### src/rtl/rf_write_arbiter.sv
// rf_write_arbiter: round-robin arbiter for the single register-file write port.
// Each cycle at most one valid requester is granted through a valid/ready
// handshake. The winning address/data is registered onto the regfile pins one
// cycle later. Writes to x0 are accepted but never assert rf_we.
module rf_write_arbiter #(
    parameter int NREQ = 2,
    parameter int AW   = 5,
    parameter int DW   = 32,
    parameter int CW   = 16
) (
    input  logic                      clk,
    input  logic                      rst_n,
    input  logic                      hold,
    input  logic [NREQ-1:0]           req_valid,
    input  logic [NREQ*AW-1:0]        req_addr,
    input  logic [NREQ*DW-1:0]        req_data,
    output logic [NREQ-1:0]           req_ready,
    output logic                      rf_we,
    output logic [AW-1:0]             rf_waddr,
    output logic [DW-1:0]             rf_wdata,
    output logic [$clog2(NREQ)-1:0]   grant_id,
    output logic [CW-1:0]             wr_count
);

    localparam int            IW       = $clog2(NREQ);
    localparam logic [IW-1:0] LAST_IDX = IW'(NREQ - 1);
    localparam logic [CW-1:0] CNT_MAX  = {CW{1'b1}};

    // Per-requester views of the packed address/data buses.
    logic [AW-1:0] addr_arr [NREQ];
    logic [DW-1:0] data_arr [NREQ];

    // Arbitration state and results.
    logic [IW-1:0] ptr_reg, ptr_next;
    logic [IW-1:0] win_idx;
    logic          win_found;
    logic          grant_en;

    // Output stage registers.
    logic          we_reg,    we_next;
    logic [AW-1:0] waddr_reg, waddr_next;
    logic [DW-1:0] wdata_reg, wdata_next;
    logic [IW-1:0] gid_reg,   gid_next;
    logic [CW-1:0] cnt_reg,   cnt_next;

    // Slice the flat request buses into one entry per requester.
    generate
        for (genvar gi = 0; gi < NREQ; gi++) begin : g_unpack
            assign addr_arr[gi] = req_addr[gi*AW +: AW];
            assign data_arr[gi] = req_data[gi*DW +: DW];
        end
    endgenerate

    // Round-robin search: start one past the last winner, wrap modulo NREQ,
    // first valid requester wins.
    always_comb begin
        logic [IW-1:0] cand;
        cand      = '0;
        win_found = 1'b0;
        win_idx   = ptr_reg;
        for (int k = 1; k <= NREQ; k++) begin
            cand = IW'((int'(ptr_reg) + k) % NREQ);
            if (!win_found && req_valid[cand]) begin
                win_found = 1'b1;
                win_idx   = cand;
            end
        end
    end

    // A grant happens only out of reset, without hold, and with a valid winner.
    // Since ready only ever rises on a valid requester, a grant is a transfer.
    assign grant_en = rst_n & ~hold & win_found;

    // One-hot (or zero) ready, combinational from valid, hold and pointer.
    generate
        for (genvar gi = 0; gi < NREQ; gi++) begin : g_ready
            assign req_ready[gi] = grant_en && (win_idx == IW'(gi));
        end
    endgenerate

    // Next-state for pointer, output stage and saturating write counter.
    always_comb begin
        ptr_next   = ptr_reg;
        we_next    = 1'b0;
        waddr_next = waddr_reg;
        wdata_next = wdata_reg;
        gid_next   = gid_reg;
        cnt_next   = cnt_reg;
        if (grant_en) begin
            ptr_next   = win_idx;
            waddr_next = addr_arr[win_idx];
            wdata_next = data_arr[win_idx];
            gid_next   = win_idx;
            // x0 is architecturally zero: accept the write but never enable it.
            we_next    = (addr_arr[win_idx] != '0);
        end
        if (we_next && (cnt_reg != CNT_MAX)) begin
            cnt_next = cnt_reg + 1'b1;
        end
    end

    // State registers; reset makes requester 0 the first in line.
    always_ff @(posedge clk or negedge rst_n) begin
        if (!rst_n) begin
            ptr_reg   <= LAST_IDX;
            we_reg    <= 1'b0;
            waddr_reg <= '0;
            wdata_reg <= '0;
            gid_reg   <= '0;
            cnt_reg   <= '0;
        end else begin
            ptr_reg   <= ptr_next;
            we_reg    <= we_next;
            waddr_reg <= waddr_next;
            wdata_reg <= wdata_next;
            gid_reg   <= gid_next;
            cnt_reg   <= cnt_next;
        end
    end

    assign rf_we    = we_reg;
    assign rf_waddr = waddr_reg;
    assign rf_wdata = wdata_reg;
    assign grant_id = gid_reg;
    assign wr_count = cnt_reg;

endmodule

### config.mk
export PLATFORM = sky130hd
export DESIGN_NAME = rf_write_arbiter
export DESIGN_NICKNAME = d
export VERILOG_FILES = /design/src/rtl/rf_write_arbiter.sv
export SDC_FILE = /design/constraint.sdc
export NUM_CORES = 1
export LEC_CHECK = 0
export ABC_CLOCK_PERIOD_IN_PS = 1800
export BUFFER_PORTS_ARGS = -buffer_cell sky130_fd_sc_hd__buf_2
export CORE_MARGIN = 10
export CORE_UTILIZATION = 35
export DETAILED_ROUTE_END_ITERATION = 10
export GPL_TIMING_DRIVEN = 0
export PLACE_DENSITY = 0.71
export SLEW_MARGIN = 5
export SYNTH_ARGS = -nofsm -noshare
export SYNTH_HDL_FRONTEND = slang
export SYNTH_SLANG_ARGS = --single-unit
### constraint.sdc
create_clock -name clk -period 1.8 [get_ports clk]
set_input_delay 0.18 -clock clk [delete_from_list [all_inputs] [get_ports clk]]
set_output_delay 0.18 -clock clk [all_outputs]
set_load 0.02 [all_outputs]
* After elaboration in Yosys (flattened, before gate mapping)
Cells that the tools add are included.
** Storage, ports and cells
- Register bits :: 56
- Input port bits :: 79
- Output and inout bits :: 57
- Logic and storage cells :: 39
** Cells by class
- Add/sub/neg operators :: 3
- Magnitude comparators :: 3
- Eq/ne operators :: 1
- Muxes and demuxes :: 15
- Bitwise gates (word level) :: 5
- Reductions and logical operators :: 6
** Operator list (number)
- $mux 32 :: 3
- $add 16x1->16 const B :: 1
- $ne 16x16->1 const B :: 1
- $mux 5 :: 3
- $mux 1 :: 9
- $reduce_bool 5->1 :: 1
- $logic_and 1x1->1 :: 4
- $lt 1x2->1 const B :: 2
- $add 1x1->1 const B :: 2
- $and 1x1->1 :: 2
- $ge 2x2->1 const B :: 1
- $not 1->1 :: 2
- $not 1->2 :: 1
- $logic_not 1->1 :: 1

* Longest topological paths before layout
Gate-level depths: netlist of run 1.
- Depth in word-level cells :: 14
- Depth in mapped cells :: 6
- Mapped depth without buffers :: 5

* Worst setup path before layout of run 1
Ideal clock, no wire load.
- Path kind :: register -> register
- Start :: reg cnt_reg[0], in the netlist wr_count[0]
- End :: reg cnt_reg[13], in the netlist wr_count[13]
- Setup time :: 130 ps
- Arrival time :: 1640 ps
- Required time :: 1670 ps
- Path slack :: 30 ps
- Stages on the path, launching flop included :: 7
- Buffers on the path :: 1
- Clock period less this slack :: 1770 ps
- Cell sequence :: dfrtp_1 ha_1 and3_1 nand3_1 clkbuf_1 nand4_1 xnor2_1
** On the way
- Cells in the longest elaborated chain, start to end :: 2
- Elaborated cells on any way between the ends :: 3
- Classes of those cells :: 1 x add/sub; 1 x eq/ne; 1 x reduce/logical
** Ends and longest elaborated chain
- start: declaration :: RTL line 44 : logic [CW-1:0] cnt_reg, cnt_next;
- start signal: assignment :: RTL line 117 : cnt_reg <= cnt_next;
- branches (longest 2 deep; another with $add 16x1->16)
Several ways; the timed one is not identified.
A chain may end at the register's enable or synchronous reset.

* Worst setup path in the final report of run 1
- Start :: reg ptr_reg
- End :: reg cnt_reg[1], in the netlist wr_count[1]
** On the way
- Cells in the longest elaborated chain, start to end :: 14
- Elaborated cells on any way between the ends :: 20
- Classes of those cells :: 2 x add/sub; 12 x mux; 2 x bitwise; 4 x reduce/logical
** Ends and longest elaborated chain
- start: declaration :: RTL line 34 : logic [IW-1:0] ptr_reg, ptr_next;
- start signal: assignment :: RTL line 112 : ptr_reg <= ptr_next;
- $add 1x1->1 :: RTL line 62 : cand = IW'((int'(ptr_reg) + k) % NREQ);
- $mux 1 (implied by the code) (2 in series) :: RTL line 63 : if (!win_found && req_valid[cand]) begin
- $mux 1 :: RTL line 63
- $logic_not 1->1 :: RTL line 63
- $logic_and 1x1->1 :: RTL line 63
- $mux 1 :: RTL line 63
- $not 1->2 (implied by the code) :: RTL line 95 : we_next = (addr_arr[win_idx] != '0);
- $mux 5 (implied by the code) (3 in series) :: RTL line 95
- $reduce_bool 5->1 :: RTL line 95
- $mux 1 (*) :: RTL line 89 : if (grant_en) begin
- $logic_and 1x1->1 (*) :: RTL line 97 : if (we_next && (cnt_reg != CNT_MAX)) begin
Mark *: on every way between the ends. The rest lies on a longest branch, timed or not. The select of a mux whose other input is x is not followed.

==> results.py, run 1 <==
metrics = {
    "yosys": {
        "synth_edf_count": 0,
        "netlist_top_cells_area": "dfrtp_1 (52%), mux2i_1 (14%), o21ai_0 (7.0%)",
        "avgSynthCellArea_um2": 10.96,
        "yosys_warnings": 0,
        "synth_common_cells": "dfrtp_1 (55), nand2_1 (41), mux2i_1 (37), o21ai_0 (37), xnor2_1 (15)",
        "yosysTopAreaCell": "dfrtp_1",
        "async_reset_ff_frac": 1.000,
        "synth_ff_type": "dfrtp_1",
        "yosysMostFrequentCell": "dfrtp_1",
        "synth_cell_types": 30,
        "seq_area_frac_synth": 0.5333,
        "synth_cells": 240,
        "syn_area_um2": 2630,
        "synth-seq-cells": 56,
        "synth_top_area_frac": 0.5233,
        "synthesis.nets": 320,
    },
    "floorplanning": {
        "die_h_um": 106.7,
        "coreArea_um2": 7292,
        "ios": 136,
        "initial_core_util": 0.3607,
        "die_w_um": 106.7,
        "dieArea_um2": 11380,
        "fp-row-count": 31,
    },
    "setup_path": {
        "worstReg2RegStart": "ptr_reg",
        "rr_endpoint": "wr_count[1]",
        "path_max_fanout": 4,
        "cp.required_ns": 1.98,
        "cpPeakStageDelay_ns": 0.39,
        "cp.depth": 6,
        "slowest_stage": "dfstp_2",
        "reg2reg_slack_ns": 0.06,
        "cp_top_family": "simple AND/OR/NAND/NOR gates",
        "path_class": "flop to flop",
        "critPathBufInv": 1,
        "end_kind": "flop",
        "rr_worst_depth": 6,
        "crit_arrival_ns": 1.93,
        "worstSetupStartpointType": "flop",
        "path_cells": "or2_4, buf_4, a211oi_4, nor3_4, nand2_2, mux2_2",
    },
    "layout": {
        "syn2layout_area_growth_pct": 41.96,
        "fillCellCount": 724,
        "nets": 473,
        "drive_gt1_frac": 0.4492,
        "largest_register_ffs": 32,
        "diodes": 0,
    },
    "global_route": {
        "antenna_found_initial": 0,
        "first_global_vias": 2460,
        "grt_pass1_wl_um": 12330,
        "track_usage": 0.1309,
        "grt_max_degree": 58,
        "gr-total-overflow": 0,
    },
    "route": {
        "vias": 2377,
        "via_per_inst": 4.822,
        "drt_wl_total_um": 8051,
        "drtPass1Iterations": 4,
        "ant_nets": 0,
        "post_drt_wl_per_cell_um": 16.33,
        "drt_iter0_drc": 72,
        "drc": 0,
    },
    "timing": {
        "clock-skew-final_ns": 0.007121,
        "maxSlewViolCount": 0,
        "fin_ws_ns": 0.05645,
        "min_period_ns": 1.744,
        "fin_setup_tns_ns": 0,
        "tightestPinTransition_ns": 0.5439,
        "max_freq_mhz": 573.5,
        "slew_headroom": 0.6374,
        "rsz0062_at_grt": "yes",
        "final-setup-viol-count": 0,
        "hold_violations": 0,
        "fin_crit_sh": 0.9686,
    },
    "clock_tree": {
        "numCtsBuffers": 5,
        "cts-root-buf": "clkbuf_8",
        "clkLatencyLatePin_ns": 0.30,
        "htreeDepth": 2,
        "path_clk_slew_ns": 0.09,
        "cts_sinks": 56,
        "clockBufferDepth": 2,
        "cts_tree": "yes",
    },
    "outcome": {
        "status": "completed",
    },
    "min_path": {
        "min_to": "rf_wdata[5]",
        "min_path_cells": 3,
        "hold_start": "req_data[37]",
        "hp-class": "primary input to flop",
    },
    "flow_run": {
        "max_cap_viol_count": 0,
    },
    "place": {
        "dp_hpwl_um": 6152,
        "place_worst_setup_slack_ns": -1.113,
        "gp_congestion": 0.7858,
        "io_buffers": 135,
    },
    "power": {
        "powerDensity_nw_per_um2": 978.7,
        "leakage_nw": 1.950,
        "ir_worst_vdd_uv": 370.4,
    },
}
==> cells in the final DEF, fill, tap and decap left out, types with 2 or more instances in the layout <==
cell type	netlist	final
and3_1	5	4
a21o_1	2	2
o21ai_0	37	37
clkbuf_2	0	2
and4_1	4	4
dfrtp_2	0	4
nand4_1	9	9
buf_12	0	2
buf_2	1	134
dfrtp_1	55	51
xnor2_1	15	15
nand3_1	5	4
nand2_1	41	38
buf_4	3	9
nand2_2	0	2
mux2i_1	37	37
clkbuf_1	9	8
buf_6	1	2
clkbuf_8	0	5
dlygate4sd3_1	0	2
==> worst min-delay path, stage by stage <==
cell,delay (ns)
buf_2,0.07
mux2i_1,0.05
o21ai_0,0.12
==> where the power goes <==
part / total, mW / internal, mW / switching [mW] / leakage, nW
combinational: 1.33 / 0.570 / 0.765 / 1.20
clock: 0.652 / 0.274 / 0.378 / 0.0422
sequential: 1.67 / 1.50 / 0.166 / 0.705
total: 3.65 / 2.35 / 1.31 / 1.95
==> metal layers <==
layer	vias to the layer above	global-route usage	share of wire
met5	-	0	0
met4	0	0.02321	0.0046
met3	4	0.05030	0.076
met2	88	0.2125	0.48
met1	1137	0.1631	0.44
li1	1148	-	-
==> worst max-delay path by stage <==
stage                           start      endpoint  slack, ns
final                         ptr_reg   wr_count[1]       0.06
after global routing          ptr_reg   wr_count[1]      -0.02
after CTS                     ptr_reg  req_ready[1]     -0.002
after detailed placement        rst_n  req_ready[0]      -1.11
after global placement          rst_n  req_ready[0]      -1.13
after floorplan           wr_count[0]  wr_count[13]       0.03
==> cell families after synthesis <==
logic type,count (synthesis),synth area share
XOR/XNOR,15,0.04995
flip-flops,56,0.5333
adder cells (fa/ha/maj),1,0.004757
buffers and inverters,15,0.02901
AND/OR/NAND/NOR,73,0.1475
multiplexers,38,0.1451
AO/OA/AOI/OAI,42,0.09039
==> cell type report <==
class	count	area, um2	share of cell area
Sequential cell	56	1408	0.3770
Multi-Input combinational cell	169	1196	0.3204
Clock inverter	1	5.005	0.001340
Buffer	14	98.84	0.02647
Clock buffer	7	76.32	0.02044
Inverter	1	3.754	0.001005
Timing Repair Buffer	146	822.0	0.2202
Tap cell	99	123.9	0.03318
==> per-stage QoR <==
stage | power [mW] | instances | utilization | hold slack, ns | instance area, um2
floorplan | 2.415 | 240 | - | -0.1156 | 2630
global placement | 2.891 | 474 | 0.4703 | 0.4566 | 3430
finish | 3.654 | 493 | 0.5120 | 0.1544 | 3734
global route | 3.903 | 493 | 0.5120 | 0.1568 | 3734
CTS | 3.632 | 484 | 0.4918 | -0.2490 | 3586
detailed placement | 2.921 | 474 | 0.4703 | 0.4615 | 3430
==> repair_timing <==
action,4_1_cts,5_1_grt
cloned,0,1
resized for setup,17,18
pin swaps,1,4
setup buffers,2,5
endpoints found under the setup margin,58,19
hold endpoints to repair,55,56
Note: power is estimated with default switching activity, not from simulation.
==> inputs of run 2 (changes only) <==
--- a/config.mk
+++ b/config.mk
@@ -7,11 +7,12 @@
 export LEC_CHECK = 0
 export ABC_CLOCK_PERIOD_IN_PS = 1800
 export BUFFER_PORTS_ARGS = -buffer_cell sky130_fd_sc_hd__buf_2
+export CAP_MARGIN = 5
 export CORE_MARGIN = 10
 export CORE_UTILIZATION = 35
 export DETAILED_ROUTE_END_ITERATION = 10
 export GPL_TIMING_DRIVEN = 0
-export PLACE_DENSITY = 0.71
+export PLACE_DENSITY = 0.65
 export SLEW_MARGIN = 5
 export SYNTH_ARGS = -nofsm -noshare
 export SYNTH_HDL_FRONTEND = slang
==> run 2 against run 1 <==
  * Sequential power about the same
  * Clock-buffer cell count decreased by 1
  * Wire length increased by 1.2%
  * Hold slack about the same
  * Register-to-register slack about the same
  * Setup slack got worse by 0.050 ns
  * Combinational power increased by 9%
  * Maximum frequency decreased by 2.8%
  * Global-route usage increased by 0.51 points
  * Non-clock buffer count increased by 12
  * Via count increased by 0.67%
  * Critical endpoint is now req_ready[1]
==> results.py, run 2 (synthesis results as in run 1) <==
metrics = {
    "layout": {
        "finalCoreUtilization": 0.5269,
        "largest_register_ffs": 32,
        "fillCellCount": 733,
        "final-seq-area_um2": 1403,
        "drive_gt1_frac": 0.4507,
        "layout_common_cells": "buf_2 (134), dfrtp_1 (55), nand2_1 (39)",
        "diodes": 0,
        "fin_cells": 505,
        "multi_input_area_um2": 1189,
        "final_common_cell": "buf_2",
        "nets": 485,
        "syn2layout_area_growth_pct": 46.10,
    },
    "timing": {
        "slew_headroom": 0.6858,
        "tightestPinTransition_ns": 0.4713,
        "final-setup-viol-count": 0,
        "max_freq_mhz": 557.5,
        "hold_violations": 0,
        "fin_crit_sh": 0.9964,
        "rsz0062_at_grt": "yes",
        "clock-skew-final_ns": 0.008791,
        "min_period_ns": 1.794,
        "maxSlewViolCount": 0,
    },
    "global_route": {
        "antenna_found_initial": 0,
        "gr-total-overflow": 0,
        "grt_max_degree": 58,
        "track_usage": 0.1359,
        "first_global_vias": 2522,
        "grt_pass1_wl_um": 12770,
    },
    "clock_tree": {
        "clkLatencyLatePin_ns": 0.30,
        "cts_tree": "yes",
        "clockBufferDepth": 2,
        "cts-root-buf": "clkbuf_8",
        "path_clk_slew_ns": 0.10,
        "cts_sinks": 56,
        "htreeDepth": 2,
        "numCtsBuffers": 5,
    },
    "route": {
        "drt_wl_total_um": 8145,
        "vias": 2393,
        "drc": 0,
        "drtPass1Iterations": 4,
        "ant_nets": 0,
        "drt_iter0_drc": 69,
        "via_per_inst": 4.739,
        "post_drt_wl_per_cell_um": 16.13,
    },
    "flow_run": {
        "max_cap_viol_count": 0,
    },
    "power": {
        "leakage_nw": 2.034,
        "powerDensity_nw_per_um2": 1020,
        "ir_worst_vdd_uv": 439.0,
    },
    "floorplanning": {
        "die_w_um": 106.7,
        "dieArea_um2": 11380,
        "fp-row-count": 31,
        "coreArea_um2": 7292,
        "die_h_um": 106.7,
        "initial_core_util": 0.3607,
        "ios": 136,
    },
    "setup_path": {
        "crit_arrival_ns": 1.61,
        "path_class": "flop to output port",
        "worstSetupStartpointType": "flop",
        "end_kind": "output port",
        "cp.required_ns": 1.62,
        "path_max_fanout": 8,
    },
    "place": {
        "placed_cells": 474,
        "gp_congestion": 0.8145,
        "io_buffers": 135,
        "dp_hpwl_um": 6181,
    },
    "min_path": {
        "hp-class": "primary input to flop",
    },
    "outcome": {
        "status": "completed",
    },
}
run 2: worst paths after layout:
kind                              start      endpoint  slack [ns]  cells past startpoint
min reg2reg                 rf_wdata[4]   rf_wdata[4]        0.48                      2
min in group asynchronous         rst_n  wr_count[15]        0.38                      2
max                             ptr_reg  req_ready[1]       0.006                      6
max reg2reg                     ptr_reg   wr_count[1]        0.06                      6
max in group asynchronous         rst_n       ptr_reg        1.16                      3
min                        req_data[40]   rf_wdata[8]        0.15                      3
run 2: stage by stage:
stage | setup slack, ns | hold WS (ns) | TNS (ns) | power (mW) | area (um2)
floorplan | 0.02958 | -0.1156 | 0 | 2.415 | 2630
global placement | -1.146 | 0.4562 | -47.04 | 2.892 | 3430
detailed placement | -1.148 | 0.4605 | -47.51 | 2.929 | 3430
CTS | -0.03445 | -0.2492 | -0.03445 | 3.796 | 3616
global route | -0.05848 | 0.1677 | -0.1015 | 4.170 | 3842
finish | 0.006396 | 0.1547 | 0 | 3.918 | 3842
run 2: power breakdown:
part / internal (mW) / switching, mW / total, mW / leakage (nW)
Combinational: 0.659 / 0.793 / 1.45 / 1.27
Clock: 0.414 / 0.404 / 0.818 / 0.0552
Sequential: 1.49 / 0.155 / 1.65 / 0.710
Total: 2.57 / 1.35 / 3.92 / 2.03
run 2: layer usage:
layer,track usage,share of wire,wire length (um)
met5,0,0,0
met4,0.02901,0.0056,46
met3,0.05928,0.089,721
met2,0.2226,0.49,3980
met1,0.1617,0.42,3397
run 2: worst max-delay path, stage by stage, from the launching register on:
cell	delay [ns]
dfstp_2	0.57
or2_4	0.15
nand2_4	0.06
buf_12	0.14
buf_12	0.13
nor2_4	0.13
buf_6	0.14
run 2: cell type report:
| cell class | instances | area share |
|---|---|---|
| buffer | 14 | 0.02703 |
| clock buffer | 6 | 0.01889 |
| clock inverter | 2 | 0.009118 |
| inverter | 1 | 0.0009769 |
| multi-input combinational | 169 | 0.3093 |
| sequential | 56 | 0.3650 |
| tap | 99 | 0.03224 |
| timing repair buffer | 158 | 0.2374 |
run 2: timing repair:
action                                  4_1_cts  5_1_grt
endpoints found under the setup margin       58       16
buffers inserted                              0       19
cloned                                        0        1
pin swaps                                     0        8
gates resized for setup                      22        5
endpoints found under the hold margin        55       56
